File: config.mk
export PLATFORM = sky130hd
export DESIGN_NAME = mc_ctrl
export DESIGN_NICKNAME = d
export VERILOG_FILES = /design/src/rtl/mc_ctrl_pkg.sv /design/src/rtl/mc_decode.sv /design/src/rtl/mc_ctrl.sv
export SDC_FILE = /design/constraint.sdc
export NUM_CORES = 1
export LEC_CHECK = 0
export ABC_CLOCK_PERIOD_IN_PS = 1400
export CORE_MARGIN = 1
export CORE_UTILIZATION = 35
export CTS_BUF_LIST = sky130_fd_sc_hd__clkbuf_4 sky130_fd_sc_hd__clkbuf_8 sky130_fd_sc_hd__clkbuf_16
export DETAILED_ROUTE_END_ITERATION = 10
export GPL_ROUTABILITY_DRIVEN = 0
export PLACE_DENSITY = 0.86
export RECOVER_POWER = 50
export SLEW_MARGIN = 20
export SYNTH_ARGS = -nofsm -noshare
export SYNTH_HDL_FRONTEND = slang
export SYNTH_SLANG_ARGS = --single-unit
File: constraint.sdc
create_clock -name clk -period 1.4 [get_ports clk]
set_clock_uncertainty 0.15 [all_clocks]
set_input_delay 0.14 -clock clk [delete_from_list [all_inputs] [get_ports clk]]
set_output_delay 0.14 -clock clk [all_outputs]
set_load 0.01 [all_outputs]
File: src/rtl/mc_ctrl_pkg.sv
// Shared encodings for the multicycle MIPS-subset control unit:
// states, opcode/function fields, ALU codes and datapath mux selects.
package mc_ctrl_pkg;

    typedef enum logic [2:0] {
        S_IF  = 3'd0,
        S_ID  = 3'd1,
        S_EXE = 3'd2,
        S_MEM = 3'd3,
        S_WB  = 3'd4
    } state_t;

    localparam logic [5:0] OP_RTYPE = 6'h00;
    localparam logic [5:0] OP_J     = 6'h02;
    localparam logic [5:0] OP_JAL   = 6'h03;
    localparam logic [5:0] OP_BEQ   = 6'h04;
    localparam logic [5:0] OP_BNE   = 6'h05;
    localparam logic [5:0] OP_ADDI  = 6'h08;
    localparam logic [5:0] OP_ANDI  = 6'h0c;
    localparam logic [5:0] OP_ORI   = 6'h0d;
    localparam logic [5:0] OP_XORI  = 6'h0e;
    localparam logic [5:0] OP_LUI   = 6'h0f;
    localparam logic [5:0] OP_LW    = 6'h23;
    localparam logic [5:0] OP_SW    = 6'h2b;

    localparam logic [5:0] FN_SLL = 6'h00;
    localparam logic [5:0] FN_SRL = 6'h02;
    localparam logic [5:0] FN_SRA = 6'h03;
    localparam logic [5:0] FN_JR  = 6'h08;
    localparam logic [5:0] FN_ADD = 6'h20;
    localparam logic [5:0] FN_SUB = 6'h22;
    localparam logic [5:0] FN_AND = 6'h24;
    localparam logic [5:0] FN_OR  = 6'h25;
    localparam logic [5:0] FN_XOR = 6'h26;

    localparam logic [3:0] ALUC_ADD = 4'b0000;
    localparam logic [3:0] ALUC_SUB = 4'b0100;
    localparam logic [3:0] ALUC_AND = 4'b0001;
    localparam logic [3:0] ALUC_OR  = 4'b0101;
    localparam logic [3:0] ALUC_XOR = 4'b0010;
    localparam logic [3:0] ALUC_LUI = 4'b0110;
    localparam logic [3:0] ALUC_SLL = 4'b0011;
    localparam logic [3:0] ALUC_SRL = 4'b0111;
    localparam logic [3:0] ALUC_SRA = 4'b1111;

    localparam logic [1:0] ALUB_REG  = 2'b00;
    localparam logic [1:0] ALUB_FOUR = 2'b01;
    localparam logic [1:0] ALUB_IMM  = 2'b10;
    localparam logic [1:0] ALUB_BRT  = 2'b11;

    localparam logic [1:0] PCS_ALU  = 2'b00;
    localparam logic [1:0] PCS_ALUR = 2'b01;
    localparam logic [1:0] PCS_RA   = 2'b10;
    localparam logic [1:0] PCS_JUMP = 2'b11;

    typedef struct packed {
        logic i_add;
        logic i_sub;
        logic i_and;
        logic i_or;
        logic i_xor;
        logic i_sll;
        logic i_srl;
        logic i_sra;
        logic i_jr;
        logic i_addi;
        logic i_andi;
        logic i_ori;
        logic i_xori;
        logic i_lui;
        logic i_lw;
        logic i_sw;
        logic i_beq;
        logic i_bne;
        logic i_j;
        logic i_jal;
    } inst_t;

    function automatic logic [3:0] alu_code(inst_t d);
        logic [3:0] c;
        c = ALUC_ADD;
        unique case (1'b1)
            d.i_sub, d.i_beq, d.i_bne: c = ALUC_SUB;
            d.i_and, d.i_andi:         c = ALUC_AND;
            d.i_or,  d.i_ori:          c = ALUC_OR;
            d.i_xor, d.i_xori:         c = ALUC_XOR;
            d.i_lui:                   c = ALUC_LUI;
            d.i_sll:                   c = ALUC_SLL;
            d.i_srl:                   c = ALUC_SRL;
            d.i_sra:                   c = ALUC_SRA;
            default:                   c = ALUC_ADD;
        endcase
        return c;
    endfunction

endpackage

File: src/rtl/mc_decode.sv
// Combinational op/func decode into one-hot instruction classes.
// Anything outside the supported subset raises ill.
module mc_decode
    import mc_ctrl_pkg::*;
(
    input  logic [5:0] op,
    input  logic [5:0] func,
    output inst_t      d,
    output logic       ill
);

    logic r;

    assign r = (op == OP_RTYPE);

    always_comb begin
        d        = '0;
        d.i_add  = r && (func == FN_ADD);
        d.i_sub  = r && (func == FN_SUB);
        d.i_and  = r && (func == FN_AND);
        d.i_or   = r && (func == FN_OR);
        d.i_xor  = r && (func == FN_XOR);
        d.i_sll  = r && (func == FN_SLL);
        d.i_srl  = r && (func == FN_SRL);
        d.i_sra  = r && (func == FN_SRA);
        d.i_jr   = r && (func == FN_JR);
        d.i_addi = (op == OP_ADDI);
        d.i_andi = (op == OP_ANDI);
        d.i_ori  = (op == OP_ORI);
        d.i_xori = (op == OP_XORI);
        d.i_lui  = (op == OP_LUI);
        d.i_lw   = (op == OP_LW);
        d.i_sw   = (op == OP_SW);
        d.i_beq  = (op == OP_BEQ);
        d.i_bne  = (op == OP_BNE);
        d.i_j    = (op == OP_J);
        d.i_jal  = (op == OP_JAL);
    end

    assign ill = (d == '0);

endmodule

File: src/rtl/mc_ctrl.sv
// Multicycle control FSM: sequences IF/ID/EXE/MEM/WB and drives
// every datapath write enable and mux select.
module mc_ctrl
    import mc_ctrl_pkg::*;
#(
    parameter int SW_ILL_TRAP = 0
)(
    input  logic       clk,
    input  logic       clrn,
    input  logic [5:0] op,
    input  logic [5:0] func,
    input  logic       z,
    input  logic       mem_ready,
    output logic [2:0] q,
    output logic       wpc,
    output logic       wir,
    output logic       wmem,
    output logic       wreg,
    output logic       iord,
    output logic       regrt,
    output logic       m2reg,
    output logic       jal,
    output logic       sext,
    output logic       shift,
    output logic       alusela,
    output logic [1:0] aluselb,
    output logic [3:0] aluc,
    output logic [1:0] pcsource,
    output logic       retire,
    output logic       ill
);

    state_t st;
    state_t nst;
    logic   ill_q;
    logic   set_ill;
    inst_t  d;
    logic   d_ill;
    logic   shf;
    logic   rtype;
    logic   itype;
    logic   br;
    logic   wpc_c;
    logic   wir_c;
    logic   wmem_c;
    logic   wreg_c;
    logic   ret_c;

    mc_decode u_dec (
        .op   (op),
        .func (func),
        .d    (d),
        .ill  (d_ill)
    );

    assign shf   = d.i_sll | d.i_srl | d.i_sra;
    assign rtype = d.i_add | d.i_sub | d.i_and | d.i_or
                 | d.i_xor | shf | d.i_jr;
    assign itype = d.i_addi | d.i_andi | d.i_ori | d.i_xori
                 | d.i_lui | d.i_lw;
    assign br    = d.i_beq | d.i_bne;

    always_ff @(posedge clk or negedge clrn) begin
        if (!clrn) begin
            st    <= S_IF;
            ill_q <= 1'b0;
        end else begin
            st    <= nst;
            ill_q <= ill_q | set_ill;
        end
    end

    always_comb begin
        nst     = S_IF;
        set_ill = 1'b0;
        unique case (st)
            S_IF:  nst = mem_ready ? S_ID : S_IF;
            S_ID: begin
                if (d_ill) begin
                    set_ill = 1'b1;
                    nst     = (SW_ILL_TRAP != 0) ? S_ID : S_IF;
                end else if (d.i_j | d.i_jal | d.i_jr) begin
                    nst = S_IF;
                end else begin
                    nst = S_EXE;
                end
            end
            S_EXE: begin
                if (br)
                    nst = S_IF;
                else if (d.i_lw | d.i_sw)
                    nst = S_MEM;
                else
                    nst = S_WB;
            end
            S_MEM: begin
                if (!mem_ready)
                    nst = S_MEM;
                else if (d.i_lw)
                    nst = S_WB;
                else
                    nst = S_IF;
            end
            S_WB:    nst = S_IF;
            default: nst = S_IF;
        endcase
    end

    // Defaults are the fetch-cycle selects, so reset and
    // unused encodings present IF muxes with no writes.
    always_comb begin
        wpc_c    = 1'b0;
        wir_c    = 1'b0;
        wmem_c   = 1'b0;
        wreg_c   = 1'b0;
        ret_c    = 1'b0;
        iord     = 1'b0;
        regrt    = 1'b0;
        m2reg    = 1'b0;
        jal      = 1'b0;
        sext     = 1'b0;
        shift    = 1'b0;
        alusela  = 1'b0;
        aluselb  = ALUB_FOUR;
        aluc     = ALUC_ADD;
        pcsource = PCS_ALU;
        unique case (st)
            S_IF: begin
                wpc_c = mem_ready;
                wir_c = mem_ready;
            end
            S_ID: begin
                aluselb = ALUB_BRT;
                unique case (1'b1)
                    d_ill: ret_c = (SW_ILL_TRAP == 0);
                    d.i_j, d.i_jal: begin
                        pcsource = PCS_JUMP;
                        wpc_c    = 1'b1;
                        ret_c    = 1'b1;
                        wreg_c   = d.i_jal;
                        jal      = d.i_jal;
                    end
                    d.i_jr: begin
                        pcsource = PCS_RA;
                        wpc_c    = 1'b1;
                        ret_c    = 1'b1;
                    end
                    default: ;
                endcase
            end
            S_EXE: begin
                alusela = 1'b1;
                shift   = shf;
                aluselb = rtype ? ALUB_REG : ALUB_IMM;
                sext    = d.i_addi | d.i_lw | d.i_sw | br;
                aluc    = alu_code(d);
                if (br) begin
                    pcsource = PCS_ALUR;
                    wpc_c    = d.i_beq ? z : ~z;
                    ret_c    = 1'b1;
                end
            end
            S_MEM: begin
                iord   = 1'b1;
                wmem_c = d.i_sw;
                ret_c  = d.i_sw & mem_ready;
            end
            S_WB: begin
                wreg_c = 1'b1;
                ret_c  = 1'b1;
                regrt  = itype;
                m2reg  = d.i_lw;
            end
            default: ;
        endcase
    end

    assign wpc    = wpc_c  & clrn;
    assign wir    = wir_c  & clrn;
    assign wmem   = wmem_c & clrn;
    assign wreg   = wreg_c & clrn;
    assign retire = ret_c  & clrn;
    assign q      = st;
    assign ill    = ill_q;

endmodule
==> flow_metrics.env, run 1 <==
export IMPL_ios=40
export IMPL_start_util_pct=37.2
export IMPL_synth_area_um2=738
export IMPL_cts_inserted_buffers=3
export IMPL_postGrtWorstEndpoint="wpc"
export IMPL_dpl_hpwl_mm=2.54
export IMPL_outcome="aborted with a tool error"
export IMPL_cts_htree_levels=1
export IMPL_worst_ep_kind="output port"
export IMPL_die_h_um=47.9
export IMPL_place_ws_ps=-1110
export IMPL_cts_buffer_depth=2
export IMPL_die_w_um=47.9
export IMPL_portBuffers=39
export IMPL_firstError="[ERROR DPL-0038] Utilization greater than 100%, impossible to legalize"
export IMPL_haltStage="5_1_grt"
export IMPL_synth_cell_types=41
export IMPL_cts_sinks=4
export IMPL_synth_seq_cells=4
export IMPL_row_count=16
export IMPL_syn_mean_instance_area_um2=6.31
export IMPL_grt_start_max_net_pins=13
export IMPL_synth_cells=117
export IMPL_synth_nets=133
export IMPL_dpl_cell_area_um2=1530
export IMPL_ys_seq_area_share_pct=13.6
export IMPL_root_buffer="clkbuf_4"
export IMPL_ys_warnings_count=0
cells in the mapped netlist:
cell | count | share of area [%]
o21a_1 | 2 | 2.0
or2_2 | 1 | 0.85
o311a_1 | 1 | 1.4
o21ai_0 | 9 | 6.1
a21o_1 | 1 | 1.0
a31oi_1 | 2 | 1.7
dfrtp_1 | 4 | 14
nand4b_1 | 1 | 1.2
and4_1 | 1 | 1.2
a21oi_2 | 1 | 1.2
nand3_1 | 2 | 1.4
and2_1 | 4 | 3.4
nor2b_1 | 3 | 2.5
or2_4 | 1 | 1.2
nand4_1 | 1 | 0.85
nand2b_1 | 5 | 4.2
a21boi_0 | 2 | 2.0
and3_1 | 1 | 0.85
inv_1 | 5 | 2.5
o211ai_1 | 1 | 1.0
mux2i_1 | 1 | 1.4
clkbuf_1 | 5 | 2.5
a21oi_1 | 8 | 5.4
o2bb2ai_1 | 1 | 1.2
xor2_1 | 1 | 1.2
nand3b_1 | 3 | 3.1
o41ai_1 | 1 | 1.2
o22ai_1 | 1 | 0.85
and3b_2 | 1 | 1.4
nor3_1 | 5 | 3.4
nand2_1 | 13 | 6.6
a32oi_1 | 2 | 2.4
a41oi_1 | 1 | 1.2
or4_4 | 1 | 1.5
nor2_1 | 16 | 8.1
a211oi_1 | 1 | 1.0
and2b_1 | 1 | 1.0
a31o_1 | 1 | 1.2
nor4_1 | 3 | 2.5
buf_2 | 2 | 1.4
and4b_1 | 1 | 1.4
cells by family after synthesis:
group / after synthesis / synth area share [%]
muxes: 1 / 1.36
buffers and inverters: 12 / 6.44
and+or+nand+nor: 64 / 46.6
xor gates and xnor gates: 1 / 1.19
DFF: 4 / 13.6
AOI/OAI and AO/OA: 35 / 30.8
stage by stage:
step                      util, %  std cells  TNS, ps
after floorplan                 -        117    -1480
after global placement       77.3        222   -19250
after detailed placement     77.3        222   -20090
after CTS                    93.6        244    -7190
what timing repair did:
item / CTS
setup endpoints to repair: 28
hold buffers: 0
buffers inserted: 19
resized for setup: 182
pin swaps: 23
==> run 2: changes to the inputs <==
ABC_CLOCK_PERIOD_IN_PS = 1820   (was 1400)
CORE_AREA = 2 2 63 65   (was default)
CORE_MARGIN = default   (was 1)
CORE_UTILIZATION = default   (was 35)
CTS_BUF_LIST = default   (was sky130_fd_sc_hd__clkbuf_4 sky130_fd_sc_hd__clkbuf_8 sky130_fd_sc_hd__clkbuf_16)
DIE_AREA = 0 0 65 67   (was default)
PLACE_DENSITY = default   (was 0.86)
PLACE_DENSITY_LB_ADDON = 0.15   (was default)
clock period = 1.82 ns   (was 1.4 ns; I/O delays follow)
==> flow_metrics.env, run 2 <==
export IMPL_setup_slack_ps=-178
export IMPL_hold_viol_final=0
export IMPL_antenna_left=0
export IMPL_synth_compound_area_share_pct=30.8
export IMPL_hold_class="reg2reg"
export IMPL_overflow=0
export IMPL_crit_type="reg2out"
export IMPL_p_sw_uw=216
export IMPL_stdcell_area_um2=1790
export IMPL_intPower_uw=455
export IMPL_synth_cells=117
export IMPL_drive_above_1_share_pct=58.1
export IMPL_vias=1265
export IMPL_violations="setup timing"
export IMPL_drt_iter0_markers=77
export IMPL_nNetsFinal=233
export IMPL_grt_pass1_vias=1248
export IMPL_cts_inserted_buffers=3
export IMPL_p_leak_nw=0.859
export IMPL_cts_sinks=4
export IMPL_cts_tree="done"
export IMPL_ir_worst_vdd_mv=0.266
export IMPL_post_route_util_pct=49.5
export IMPL_rsz0062_at_grt="true"
export IMPL_portBuffers=39
export IMPL_final_cell_mix="43 x buf_4, 22 x buf_6, 18 x buf_2"
export IMPL_finalCritPeriodShare_pct=110
export IMPL_ys_top_cells_by_count="16 x nor2_1, 13 x nand2_1, 9 x o21ai_0, 8 x a21oi_1"
export IMPL_synth_top_cell_by_area="dfrtp_1"
export IMPL_finalCriticalPeriod_ps=2000
export IMPL_endpoint_kind="primary output"
export IMPL_max_freq_ghz=0.500
export IMPL_setup_viol=10
export IMPL_avgRoutedWirePerCell_um=13.1
export IMPL_clk_pin_slew_ps=30
export IMPL_die_w_um=65
export IMPL_fin_setup_tns_ps=-750
export IMPL_start_kind="flop"
export IMPL_root_buffer="clkbuf_8"
export IMPL_power_uw=671
export IMPL_grt_start_max_net_pins=13
export IMPL_synth_nets=133
export IMPL_largest_reg_flops=3
export IMPL_ys_seq_area_share_pct=13.6
export IMPL_dr_pass1_iters=4
export IMPL_outcome="finished with violations"
export IMPL_cts_hold_buf=0
export IMPL_num_fill_cells=389
export IMPL_clkPwrFrac_pct=27.0
export IMPL_ios=40
export IMPL_cts_htree_levels=1
export IMPL_cp_arrival_ps=1670
export IMPL_synth_area_mux_share_pct=1.36
export IMPL_p_seq_share_pct=15.8
export IMPL_hold_path_depth=1
export IMPL_path_max_fanout=4
export IMPL_yosys_area_share_simple_pct=46.6
export IMPL_die_h_um=67
export IMPL_syn_mean_instance_area_um2=6.31
export IMPL_dpl_hpwl_mm=2.41
export IMPL_netlist_area_leader_share_pct=13.6
export IMPL_slew_headroom_pct=79.4
export IMPL_required_ps=1490
export IMPL_ys_warnings_count=0
export IMPL_diodes=0
export IMPL_sw_frac_of_total_pct=32.2
export IMPL_core_um2=3610
export IMPL_p_per_area_nw_per_um2=376
export IMPL_row_count=22
export IMPL_die_area_um2=4360
export IMPL_cap_violations=0
export IMPL_synth_area_um2=738
export IMPL_routed_wl_mm=3.44
export IMPL_synth_cell_types=41
export IMPL_ff2ff_path_depth=7
export IMPL_drc=0
export IMPL_synth_seq_cells=4
export IMPL_grt_pass1_wl_mm=5.68
export IMPL_ys_async_sr_fraction_pct=100
export IMPL_synth_area_leaders="dfrtp_1 14%, nor2_1 8.1%, nand2_1 6.6%, o21ai_0 6.1%, a21oi_1 5.4%"
export IMPL_synth_most_common_cell="nor2_1"
export IMPL_cts_buffer_depth=2
export IMPL_synthAdderAreaFrac_pct=0
export IMPL_place_ws_ps=-854
export IMPL_avgViaCountPerCell=4.81
export IMPL_track_usage_pct=16.8
export IMPL_insertion_delay_ps=210
export IMPL_synth_top_family_by_area="simple AND/OR/NAND/NOR gates"
export IMPL_p_comb_share_pct=57.2
export IMPL_syn2layout_area_growth_pct=142
export IMPL_synthFlopType="dfrtp_1"
export IMPL_antenna_found_initial=0
export IMPL_tightest_slew_ps=305
export IMPL_mostFrequentLayoutCell="buf_4"
export IMPL_dpl_cell_area_um2=1490
export IMPL_start_util_pct=20.5
export IMPL_slew_viol_final=0
export IMPL_synth_edf_count=0
export IMPL_yosys_area_share_xor_xnor_pct=1.19
-- run 2: cell counts after synthesis --
Identical to the previous run, type by type.
-- run 2: path summary, 6_finish.rpt --
check	endpoint	start	slack (ps)
min reg2reg	ill	ill	330
max reg2reg	q[1]	q[2]	290
min	ill	ill	330
max	wpc	q[1]	-180
max in group asynchronous	q[1]	clrn	940
min in group asynchronous	q[2]	clrn	390
-- run 2: routing by layer --
| layer | vias up | part of all wire, % | global-route usage (%) |
|---|---|---|---|
| li1 | 625 | - | - |
| met1 | 607 | 43 | 20.0 |
| met2 | 33 | 53 | 31.8 |
| met3 | 0 | 4.3 | 2.03 |
| met4 | 0 | 0 | 3.72 |
| met5 | - | 0 | 0 |
-- run 2: repair_timing --
item	4_1_cts	5_1_grt
gates resized for setup	140	32
buffers inserted	12	7
pin swaps	16	15
setup endpoints to repair	23	17
-- run 2: layout make-up --
type | count | area [µm²] | area share [%]
well taps | 48 | 60.1 | 3.36
inverters | 5 | 18.8 | 1.05
flip-flops and latches | 4 | 103 | 5.75
repair buffers | 102 | 810 | 45.3
clock buffers | 3 | 41.3 | 2.31
multi-input cells | 101 | 753 | 42.2
-- run 2: kinds of logic after synthesis --
kind of cell / count (synthesis)
muxes: 1
DFF: 4
AOI/OAI and AO/OA: 35
and+or+nand+nor: 64
buffers and inverters: 12
xor gates and xnor gates: 1
-- run 2: power by group through the flow --
| stage | logic, mW | registers, mW | clock network, mW |
|---|---|---|---|
| after global routing | 0.417 | 0.107 | 0.188 |
| after CTS | 0.348 | 0.104 | 0.187 |
| after global placement | 0.294 | 0.104 | 0 |
| final | 0.384 | 0.106 | 0.181 |
| after detailed placement | 0.297 | 0.103 | 0 |
| after floorplan | 0.110 | 0.103 | 0 |
-- run 2: worst max-delay path: stages, from the launching register on --
cell and delay [ps]:
dfrtp_2 430, buf_6 140, nor4_4 280, buf_4 150
a41oi_2 40, o21ai_2 90, and4b_1 200, buf_2 130
-- run 2: stage by stage --
stage                     cells  hold slack, ps
after detailed placement    241             336
after global routing        263             361
after floorplan             117            -264
after CTS                   256             275
after global placement      241             323
final                       263             329
No activity file was read; power rests on OpenSTA's default activity.
==> run 3: changes to the inputs <==
SLEW_MARGIN = 15   (was 20)
==> results of run 3 <==
The final DEF is identical to that of run 2; final timing and power are the same.
==> run 4: changes to the inputs <==
CAP_MARGIN = 40   (was default)
==> results of run 4 <==
The final DEF is identical to that of run 2; final timing and power are the same.
